### src/rtl/pc_sequencer_pkg.sv
// Shared definitions for the program-counter sequencer and the instruction decoder.
package pc_sequencer_pkg;

  localparam int ADDR_WIDTH_DEFAULT = 10;

  // 2'b11 is unused; the sequencer treats it as illegal and recovers to RUN.
  typedef enum logic [1:0] {
    RUN     = 2'b00,
    WAIT_IN = 2'b01,
    HALTED  = 2'b10
  } seq_state_t;

  localparam logic [5:0] OPC_IN  = 6'b011101;
  localparam logic [5:0] OPC_HLT = 6'b011100;

endpackage

### src/rtl/pc_sequencer_button_sync_edge.sv
// Two-flop synchronizer for an asynchronous operator button, followed by a
// rising-edge detector producing a one-cycle pulse.
module button_sync_edge (
  input  logic clock,
  input  logic reset,
  input  logic button,
  output logic pulse
);

  logic sync_p0;
  logic sync_p1;
  logic prev_p2;

  always_ff @(posedge clock) begin
    if (reset) begin
      sync_p0 <= 1'b0;
      sync_p1 <= 1'b0;
      prev_p2 <= 1'b0;
    end else begin
      sync_p0 <= button;
      sync_p1 <= sync_p0;
      prev_p2 <= sync_p1;
    end
  end

  // Pulse decodes flops only, so consumers see it on the third edge after the press.
  assign pulse = sync_p1 & ~prev_p2;

endmodule

### src/rtl/pc_sequencer.sv
// Program counter and sequencing stage: next-PC selection, ALU flag latching,
// and stalling for the "in" instruction and for halt.
module pc_sequencer
  import pc_sequencer_pkg::*;
#(
  parameter int ADDR_WIDTH = ADDR_WIDTH_DEFAULT,
  parameter int RESET_PC   = 0
) (
  input  logic                  clock,
  input  logic                  reset,
  input  logic                  jump,
  input  logic                  bzero,
  input  logic                  bnegative,
  input  logic                  HLT,
  input  logic [ADDR_WIDTH-1:0] mainAddress,
  input  logic                  flag_enable,
  input  logic                  alu_zero,
  input  logic                  alu_negative,
  input  logic                  in_request,
  input  logic                  in_confirm,
  input  logic                  resume,
  output logic [ADDR_WIDTH-1:0] pc,
  output logic                  zero_flag,
  output logic                  negative_flag,
  output logic                  stall,
  output logic                  in_done,
  output logic                  halted
);

  localparam logic [ADDR_WIDTH-1:0] RESET_PC_V = ADDR_WIDTH'(RESET_PC);

  seq_state_t            state;
  logic                  confirm_pulse;
  logic                  resume_pulse;
  logic [ADDR_WIDTH-1:0] pc_inc;
  logic                  branch_taken;

  button_sync_edge u_confirm_sync (
    .clock  (clock),
    .reset  (reset),
    .button (in_confirm),
    .pulse  (confirm_pulse)
  );

  button_sync_edge u_resume_sync (
    .clock  (clock),
    .reset  (reset),
    .button (resume),
    .pulse  (resume_pulse)
  );

  assign pc_inc = pc + 1'b1;

  // Branches test the registered flags, never this cycle's ALU result.
  assign branch_taken = jump
                      | (bzero & zero_flag)
                      | (bnegative & negative_flag);

  always_ff @(posedge clock) begin
    if (reset) begin
      state         <= RUN;
      pc            <= RESET_PC_V;
      zero_flag     <= 1'b0;
      negative_flag <= 1'b0;
      in_done       <= 1'b0;
    end else begin
      in_done <= 1'b0;
      case (state)
        RUN: begin
          if (flag_enable) begin
            zero_flag     <= alu_zero;
            negative_flag <= alu_negative;
          end
          if (HLT) begin
            state <= HALTED;
          end else if (in_request) begin
            state <= WAIT_IN;
          end else if (branch_taken) begin
            pc <= mainAddress;
          end else begin
            pc <= pc_inc;
          end
        end
        WAIT_IN: begin
          if (confirm_pulse) begin
            in_done <= 1'b1;
            pc      <= pc_inc;
            state   <= RUN;
          end
        end
        HALTED: begin
          if (resume_pulse) begin
            pc    <= pc_inc;
            state <= RUN;
          end
        end
        default: state <= RUN;
      endcase
    end
  end

  assign stall  = (state == WAIT_IN) || (state == HALTED);
  assign halted = (state == HALTED);

endmodule
### config.mk
export PLATFORM = sky130hd
export DESIGN_NAME = pc_sequencer
export DESIGN_NICKNAME = d
export VERILOG_FILES = /design/src/rtl/pc_sequencer_pkg.sv /design/src/rtl/pc_sequencer_button_sync_edge.sv /design/src/rtl/pc_sequencer.sv
export SDC_FILE = /design/constraint.sdc
export NUM_CORES = 1
export LEC_CHECK = 0
export CORE_MARGIN = 10
export CORE_UTILIZATION = 40
export DETAILED_ROUTE_END_ITERATION = 8
export PLACE_DENSITY = 0.72
export SYNTH_ARGS = -nofsm -noshare
export SYNTH_HDL_FRONTEND = slang
export SYNTH_SLANG_ARGS = --single-unit
### constraint.sdc
create_clock -name clock -period 2.4 [get_ports clock]
set_clock_uncertainty 0.2 [all_clocks]
set_input_delay 0.24 -clock clock [delete_from_list [all_inputs] [get_ports clock]]
set_output_delay 0.24 -clock clock [all_outputs]
set_load 0.005 [all_outputs]
==> results.md <==
Synthesis:
- The count of different cell masters after synthesis is 32.
- Among all flip-flop cells after synthesis, the most frequent one is dfxtp_1.
- For this run, the register share of the synthesized area comes to 0.3972.
- After synthesis, the mean cell area works out to 8.676 um^2.
- The synthesized netlist net count is 148.
- Of the total synthesized cell area, the portion taken by XOR and XNOR cells is 0.
- The complex-gate fraction of the synthesized area is 0.2600.
- The number of warnings issued by yosys is 0.
- Of the total synthesized cell area, the portion taken by AND, OR, NAND and NOR gates is 0.2175.
- Yosys mapped a number of flops with a built-in enable equal to 0.
- The adder-cell area share of the yosys netlist is 0.04728.
- The cell count after synthesis is 122.
- The synthesized design contains 21 register bits.
- The dominant combinational cell family by area after synthesis is compound AO/OA/AOI/OAI gates.
- Of all flip-flops after synthesis, the portion carrying an async set or reset was 0.
- The mapped netlist covers 1059 um^2.
- Of the post-synthesis cell area, the part taken by muxes is 0.02837.

Critical path:
- The critical path goes through inv_1, ha_1, or3b_1, a222oi_1, buf_4, a21boi_0, o32ai_1.
- The highest cell delay on the worst timing path is 0.35 ns.
- The end point of the critical path is pc[4]$_SDFFE_PP0P_.
- The cell type of the slowest stage on the worst timing path is or3b_1.
- The worst register-to-register path ends at pc[4]$_SDFFE_PP0P_.
- The startpoint type of the worst setup path is a flop.
- The worst register-to-register path begins at state[1]$_SDFFE_PP0P_.
- At the worst endpoint, the arrival time is 2.11 ns.
- The setup slack on the worst flop-to-flop path is 0.29 ns.
- Data on the critical path is required at its endpoint by 2.40 ns.
- The kind of end point of the critical path is a flop.
- The worst setup path is of the reg -> reg kind.
- The most critical setup path has its startpoint at state[1]$_SDFFE_PP0P_.
- The path depth of the worst reg2reg path is 7.
- In this run the worst path has a maximum fanout of 14.

Timing:
- Setup violations remaining at the end of the flow were counted as 0.
- The final hold slack is 0.2496 ns.
- Dividing the final minimum period by the clock period gives 0.8803.
- After layout, the minimum clock period comes to 2.113 ns.
- The actual slew at the worst max-slew pin is 0.4762 ns.
- The sum of negative setup slack is 0 ns.
- The least setup slack across all paths after layout is 0.2873 ns.
- The final number of hold-violating endpoints was 0.
- The number of slew-limit violations in the final report came to 0.
- Setup repair after global routing left no endpoint under its margin.
- The relative max-transition margin is 0.6826.
- Based on the critical path, the design can be clocked at up to 0.4733 GHz.

Routing:
- The average vias per placed instance is 5.487.
- The routed design uses 1405 um of met2 wire.
- The aggregate routed wire length is 2925 um.
- The routed layout has 1,048 vias.
- The remaining number of nets flagged by the antenna check after routing is 0.
- After detailed routing, the number of remaining DRC violations is 0.
- The first detailed-routing pass ran for 4 iterations.
- Wire segments on met3 add up to 201 um in the final route.
- The topmost layer with routed signal wires is met4.
- The detailed router put a total of 1277 um of wire on met1.
- The average wire per standard cell is 15.31 um.
- For this block, the initial DRC count from the detailed router was 57.

Global routing:
- Entering global routing, the biggest net connects 15 pins.
- The first global-routing pass estimated 5071 um of wire.
- Summed over all layers, the global routing overflow is 0.
- The number of global-route vias before repair is 1,072.
- The initial antenna violation count is 0.
- In the global route stage, overall resource usage came out at 0.1172.

Final layout:
- The library cells used most frequently in the layout, excluding fill and tap cells, are clkdlybuf4s50_1, dfxtp_1, a21oi_1, inv_1, nor2b_1.
- The layout has 239 filler cells.
- Of the cells placed in the final design, the portion with a size suffix greater than 1 is 0.04969.
- The most common library cell in the layout ignoring fill and taps is clkdlybuf4s50_1.
- The net count of the finished layout is 188.
- From synthesis to final layout, the design area changed by 40.78%.
- 0 antenna diodes ended up in the layout.

Clocking:
- The CTS sink count is 21.
- The later pin in the worst-skew pair is clocked with a latency of 0.31 ns.
- The clock transition at the registers of the reported paths is 0.12 ns.
- The worst-case clock buffer depth is 2.
- The buffer cell driving the clock tree root is clkbuf_4.
- The H-tree depth is 1.
- The setup fix buffers added after clock tree synthesis is 0.
- The total clock buffers created by CTS is 3.
- For this design, the CTS-stage hold fixing added 0 buffers.
- After clock tree synthesis, the repair step resized 0 gates.
- The clock tree from TritonCTS is done.

Placed design:
- Detailed placement finished with a half-perimeter wire length of 2237 um.
- Prior to clock tree synthesis, the placed netlist has a worst setup slack of 0.1049 ns.
- Buffers placed on the I/O ports in this run total 36.
- The routability congestion estimate from global placement is 0.8130.

Min path:
- The classification of the worst-slack hold path is reg -> reg.
- In this run the most critical hold path is launched from u_confirm_sync.sync_p0$_SDFF_PP0_.

Floorplan:
- 37 I/O pins were placed.
- The die width is 71.44 um.
- The floorplan has 18 rows.
- The total area inside the core boundary comes to 2500 um^2.
- The initial utilization of the core area, before any placement, comes to 0.4234.
- In this run the vertical extent of the chip is 71.44 um.
- The die area is 5104 um^2.

Power:
- For this design the static power due to leakage is 0.5257 nW.
- The power density over cell area is 591.5 nW/um^2.
- The design draws 881.5 uW.
- The worst ir drop on vdd is 396.8 uV.

Run:
- The max-capacitance violation count is 0.

Status:
- The run finished with clean final reports.
-- metal layers --
layer  vias to the layer above  global-route usage
li1                        526                   -
met2                        34              0.1990
met1                       483              0.1375
met5                         -                   0
met4                         0             0.03871
met3                         5             0.03306
-- where the power goes --
group	leakage (nW)	switching, mW	total, mW	internal, mW
logic	0.336	0.143	0.303	0.160
clock network	0.0177	0.110	0.173	0.0622
registers	0.172	0.0278	0.406	0.378
-- sequential cells by signal, summed over array words and instances, names as in the netlist --
name and cells:
u_resume_sync.sync_p1 1, u_confirm_sync.sync_p1 1, u_confirm_sync.sync_p0 1, zero_flag 1, u_resume_sync.sync_p0 1, state 2
u_resume_sync.prev_p2 1, negative_flag 1, in_done 1, pc 10, u_confirm_sync.prev_p2 1
-- worst min path at each step --
| stage | end | slack, ns | depth (start not counted) |
|---|---|---|---|
| after detailed placement | u_confirm_sync.sync_p1$_SDFF_PP0_ | 0.22 | 1 |
| after CTS | u_confirm_sync.sync_p1$_SDFF_PP0_ | 0.25 | 1 |
| after global placement | u_confirm_sync.sync_p1$_SDFF_PP0_ | 0.22 | 1 |
| after floorplan | u_confirm_sync.prev_p2$_SDFF_PP0_ | 0.12 | 1 |
| after global routing | u_confirm_sync.sync_p1$_SDFF_PP0_ | 0.27 | 1 |
| final | u_confirm_sync.sync_p1$_SDFF_PP0_ | 0.25 | 1 |
-- critical path, delay by kind of cell (launching register included) --
family                   cells  cell delay, ns
flip-flops                   1            0.34
AO/OA/AOI/OAI                3            0.60
buffers and inverters        2            0.35
adder cells (fa/ha/maj)      1            0.17
AND/OR/NAND/NOR              1            0.35
-- cell usage after synthesis (all sizes together) (2+ instances only) --
library cell   n  area, um^2
dfxtp         21       420.4
a21oi         10       50.05
inv            9       33.78
nor2b          9       56.30
nand3          7       35.03
nand2          6       22.52
nand2b         6       37.54
nor2           6       22.52
o32ai          5       43.79
a2111oi        4       35.03
ha             4       50.05
o21ai          4       20.02
mux2i          3       30.03
o21a           3       22.52
o2bb2ai        3       26.28
a21boi         2       15.01
a22oi          2       15.01
a31oi          2       12.51
buf            2       11.26
clkbuf         2       7.510
nand4          2       12.51
-- layout make-up --
cell class                 count  area [um^2]  area share
multi-input combinational     88        588.1      0.3946
sequential                    21        420.4      0.2821
timing repair buffer          39        382.9      0.2569
tap                           30        37.54     0.02519
inverter                       9        33.78     0.02267
clock buffer                   3        22.52     0.01511
clock inverter                 1        5.005    0.003359
-- logic make-up (layout without fill, tap and decap cells) --
logic type / Yosys count / in the layout
multiplexers: 3 / 3
adder cells (fa/ha/maj): 4 / 4
flip-flops: 21 / 21
AND/OR/NAND/NOR: 42 / 42
AO/OA/AOI/OAI: 39 / 39
buffers and inverters: 13 / 52
-- stage by stage --
| stage | cells | cell area [um^2] | utilization |
|---|---|---|---|
| finish | 191 | 1490 | 0.5961 |
| global route | 191 | 1490 | 0.5961 |
| CTS | 191 | 1488 | 0.5951 |
| detailed placement | 187 | 1460 | 0.5841 |
| global placement | 187 | 1460 | 0.5841 |
| floorplan | 122 | 1059 | - |
Power figures use the tool's default switching activity.
==> variant 1: new RTL, config.mk and constraints unchanged <==
`ADDR_WIDTH_DEFAULT`: 10 -> 11.
--- a/src/rtl/pc_sequencer_pkg.sv
+++ b/src/rtl/pc_sequencer_pkg.sv
@@ -1,7 +1,7 @@
 // Shared definitions for the program-counter sequencer and the instruction decoder.
 package pc_sequencer_pkg;
 
-  localparam int ADDR_WIDTH_DEFAULT = 10;
+  localparam int ADDR_WIDTH_DEFAULT = 11;
 
   // 2'b11 is unused; the sequencer treats it as illegal and recovers to RUN.
   typedef enum logic [1:0] {
Ports: changed (resized mainAddress and pc); port bits go from 37 to 39. The function was not compared with the original's and may differ.
==> variant 1 against the original RTL <==
Cell area increased by 9.7%. Area after synthesis is 7.8% higher. Via count is 9.0% higher. Wire length increased by 7.1%. Power up 20%. Worst setup slack lost 0.062 ns. Sequential cell count grew 1. Critical path depth shrank 3. Critical path type is now reg2out.
==> variant 1: results (changes against the original RTL) <==
MULTI_INPUT_CELLS=94  # +6.8%
POSTSYNTHAREAPERCELL_UM2=8.71  # +0.40%
NONCLKBUFAREAFRAC_PCT=26.0  # +0.34 points
DRT_ITER0_MARKERS=50  # -12%
CLKCELLAREAFRAC_PCT=3.22  # +1.4 points
DESIGN_AREA_MM2=0.00163  # +9.7%
POST_ROUTE_CELLS_DRIVE_ABOVE_1_SHARE_PCT=6.90  # +1.9 points
SYN_NETS=158  # +6.8%
RUN_STATUS='completed'
REGTOREGSETUPSLACK_NS=0.23  # -0.06 ns
SEQUENTIAL_CELL_AREA_UM2=440  # +4.8%
WIRE_LENGTH_OF_THE_FIRST_GLOBAL_ROUTING_PASS_MM=5.15  # +1.6%
FIN_CRIT_SH_PCT=90.6  # +2.6 points
ENDPOINT='stall'
SEQ_AREA_FRAC_SYNTH_PCT=38.6  # -1.1 points
CRIT_FANOUT=8  # -6
TIMING.MAX_SLEW.REL_SLACK_PCT=73.4  # +5.1 points
CRITPATHLAUNCH='state[0]'
WL_MET2_MM=1.53  # +8.8%
DETAILROUTE.WIRELENGTH.MET3_UM=284  # +41%
FIRST_GLOBAL_VIAS=1115  # +4.0%
FINAL.SIGNAL_INVERTER_COUNT=10  # +1
HOLD_PATH_SINK='u_resume_sync.sync_p1'
BUFFERS_EXCL_CLOCK=44  # +13%
ROUTE.DETAILED.WL_PER_INST_UM=15.3  # -0.17%
TIMING.CRITICAL_PATH.TO_TYPE='output port'
GRT.TOTAL_USAGE_PCT=11.6  # -0.073 points
variant 1: changes by cell type after synthesis, moves of 2 or more:
cell                        delta
sky130_fd_sc_hd__o32ai_1       +2
sky130_fd_sc_hd__nand4_1       +2
sky130_fd_sc_hd__a31oi_1       +5
sky130_fd_sc_hd__nand2b_1      -2
sky130_fd_sc_hd__nor3b_1       +5
sky130_fd_sc_hd__or2b_1        +2
sky130_fd_sc_hd__o21a_1        +2
sky130_fd_sc_hd__a2111oi_0     -4
sky130_fd_sc_hd__nor3_1        +3
sky130_fd_sc_hd__a21oi_1       -6
variant 1: critical path: stages, from the launching register on:
cell and delay, ns:
sky130_fd_sc_hd__dfxtp_1 0.39, sky130_fd_sc_hd__inv_1 0.07, sky130_fd_sc_hd__ha_1 0.30, sky130_fd_sc_hd__buf_4 0.16, sky130_fd_sc_hd__clkdlybuf4s50_1 0.51
variant 1: power by group:
group	switching (mW)	internal, mW	leakage (nW)
clock network	0.112	0.169	0.0279
registers	0.0317	0.396	0.180
logic	0.163	0.187	0.377
total	0.307	0.752	0.585
variant 1: per-layer routing:
layer | vias up | GRT usage (%)
met5 | - | 0
met1 | 537 | 13.5
met3 | 4 | 4.17
met2 | 33 | 19.8
li1 | 568 | -
met4 | 0 | 3.11
variant 1: cells by family (layout without fill, tap and decap cells):
logic type | Yosys count | in the layout | share of synthesized area [%]
AO/OA/AOI/OAI | 35 | 35 | 22.0
buffers and inverters | 15 | 58 | 5.37
flip-flops | 22 | 22 | 38.6
adder cells (fa/ha/maj) | 4 | 4 | 4.39
multiplexers | 4 | 4 | 3.51
AND/OR/NAND/NOR | 51 | 51 | 26.1
==> variant 2: new RTL, same flow settings <==
Without the edit above. Add an input register stage for `in_confirm`, cleared by the reset; this delays it by one clock. The other inputs are not delayed to match.
--- a/src/rtl/pc_sequencer.sv
+++ b/src/rtl/pc_sequencer.sv
@@ -29,6 +29,16 @@
 
   localparam logic [ADDR_WIDTH-1:0] RESET_PC_V = ADDR_WIDTH'(RESET_PC);
 
+  logic in_confirm_q;
+
+  always_ff @(posedge clock) begin
+    if (reset) begin
+      in_confirm_q <= '0;
+    end else begin
+      in_confirm_q <= in_confirm;
+    end
+  end
+
   seq_state_t            state;
   logic                  confirm_pulse;
   logic                  resume_pulse;
@@ -38,7 +48,7 @@
   button_sync_edge u_confirm_sync (
     .clock  (clock),
     .reset  (reset),
-    .button (in_confirm),
+    .button (in_confirm_q),
     .pulse  (confirm_pulse)
   );
 
Formal check against the unedited RTL: not equivalent (Yosys sat finds a counterexample within 4 cycles, from zero or initial values and one cycle with reset high).
==> variant 2 against the original RTL <==
Clock power up 71%. Sequential cell count grew 1. Hold slack better by 0.0020 ns. Via count increased by 4.4%. Wire length is 1.9% higher. Cell area grew 3.7%. Worst setup slack worse by 0.070 ns. Combinational power increased by 1%. Area after synthesis rose by 3.1%. Power rose by 17%. Critical endpoint is now pc[3]. Largest power group unchanged.
==> variant 2: results (changes against the original RTL) <==
PATH_DELAY_FAMILY='simple AND/OR/NAND/NOR gates'
SYNTH_COMMON_CELLS='sky130_fd_sc_hd__dfxtp_1, sky130_fd_sc_hd__nor2b_1, sky130_fd_sc_hd__a21oi_1, sky130_fd_sc_hd__inv_1, sky130_fd_sc_hd__nand2_1'
VIAS_PER_CELL=5.64  # +2.8%
REGTOREGSETUPSLACK_NS=0.22  # -0.07 ns
MUXSHAREOFSYNTHAREA_PCT=3.67  # +0.83 points
SYN_NETS=151  # +2.0%
SYNTH_FA_HA_AREA_SHARE_PCT=4.59  # -0.14 points
WORST_IR_DROP_VDD_V=0.000538  # +36%
ROUTE.DETAILED.WL_PER_INST_UM=15.4  # +0.30%
P_LEAK_nW=0.554  # +5.4%
TIGHTEST_SLEW_NS=0.441  # -0.0356 ns
SYNTH_COMPOUND_GATE_AREA_SHARE_PCT=23.2  # -2.8 points
FILLERS=242  # +1.3%
POST_ROUTE_CELLS_DRIVE_ABOVE_1_SHARE_PCT=4.27  # -0.70 points
GPL.FINAL_WEIGHTED_CONGESTION=0.861  # +5.9%
HOLD_PATH_STARTPOINT='in_confirm_q'
DESIGN.FINAL.NETS=191  # +1.6%
FIN_WORST_HOLD_SLACK_NS=0.252  # +0.00201 ns
DRT_ITER0_MARKERS=33  # -42%
DETAILROUTE.WIRELENGTH.MET3_UM=365  # +82%
CTS.ROOT.BUFFER_CELL='sky130_fd_sc_hd__clkbuf_4'
WIRE_LENGTH_OF_THE_FIRST_GLOBAL_ROUTING_PASS_MM=4.71  # -7.2%
SWSHARE_PCT=29.3  # -2.5 points
TIMING.CRITICAL_PATH.ARRIVAL_NS=2.22  # +0.11 ns
GRT.TOTAL_USAGE_PCT=11.0  # -0.68 points
FIRST_GLOBAL_VIAS=1042  # -2.8%
RUN_STATUS='completed'
SEQ_AREA_FRAC_SYNTH_PCT=40.4  # +0.65 points
DP_HPWL_MM=2.26  # +1.1%
POST_SYNTH_MAIN_AREA_CONTRIBUTORS='sky130_fd_sc_hd__dfxtp_1, sky130_fd_sc_hd__nor2b_1, sky130_fd_sc_hd__ha_1'
CRITICAL_PATH.REG2REG.ENDPOINT='pc[3]'
WL_MET2_MM=1.25  # -11%
HOLD_PATH_SINK='u_confirm_sync.sync_p0'
CLOCK_TRANSITION_AT_THE_REGISTERS_OF_THE_REPORTED_PATHS_NS=0.13
PORT_BUFFERS=36  # unchanged
ROUTE.LAYER.MET1.WL_MM=1.31  # +2.8%
[variant 2: metal layers]
layer | vias to the layer above | GRT usage, %
met4 | 0 | 4.73
li1 | 537 | -
met1 | 502 | 12.9
met2 | 47 | 16.1
met5 | - | 0
met3 | 8 | 6.12
[variant 2: through the flow]
step	utilization [%]	instance area [µm²]	cells
after CTS	60.7	1550	194
after global routing	60.7	1550	194
after floorplan	-	1090	125
after detailed placement	58.7	1490	190
final	60.7	1550	194
after global placement	58.7	1490	190
[variant 2: cell type report]
cell class                      instances  area share (%)
Clock buffer                            3            1.46
Clock inverter                          1            1.94
Inverter                                8            1.94
Multi-Input combinational cell         91            38.9
Sequential cell                        22            28.5
Tap cell                               30            2.43
Timing Repair Buffer                   39            24.8
[variant 2: worst max path at each step]
stage                  start  endpoint  slack [ns]  depth (start not counted)
global route        state[1]     pc[3]        0.05                          7
floorplan           state[1]     pc[6]        0.23                          7
CTS                 state[1]     pc[3]        0.20                          7
global placement         HLT     pc[7]        0.14                          6
finish              state[1]     pc[3]        0.22                          7
detailed placement       HLT     pc[3]        0.07                          6
[variant 2: worst register-to-register path: stages, from the launching register on]
cell                       delay [ns]
sky130_fd_sc_hd__dfxtp_1         0.34
sky130_fd_sc_hd__inv_1           0.10
sky130_fd_sc_hd__ha_1            0.16
sky130_fd_sc_hd__or3b_1          0.35
sky130_fd_sc_hd__a222oi_1        0.31
sky130_fd_sc_hd__buf_4           0.24
sky130_fd_sc_hd__nand2_1         0.21
sky130_fd_sc_hd__o32ai_1         0.18
[variant 2: power by group through the flow]
stage	Sequential [mW]	Clock, mW	Combinational, mW
2_1_floorplan	0.428	0	0.168
3_3_place_gp	0.432	0	0.300
3_5_place_dp	0.433	0	0.307
4_1_cts	0.425	0.294	0.308
5_1_grt	0.430	0.305	0.339
6_report	0.426	0.296	0.307
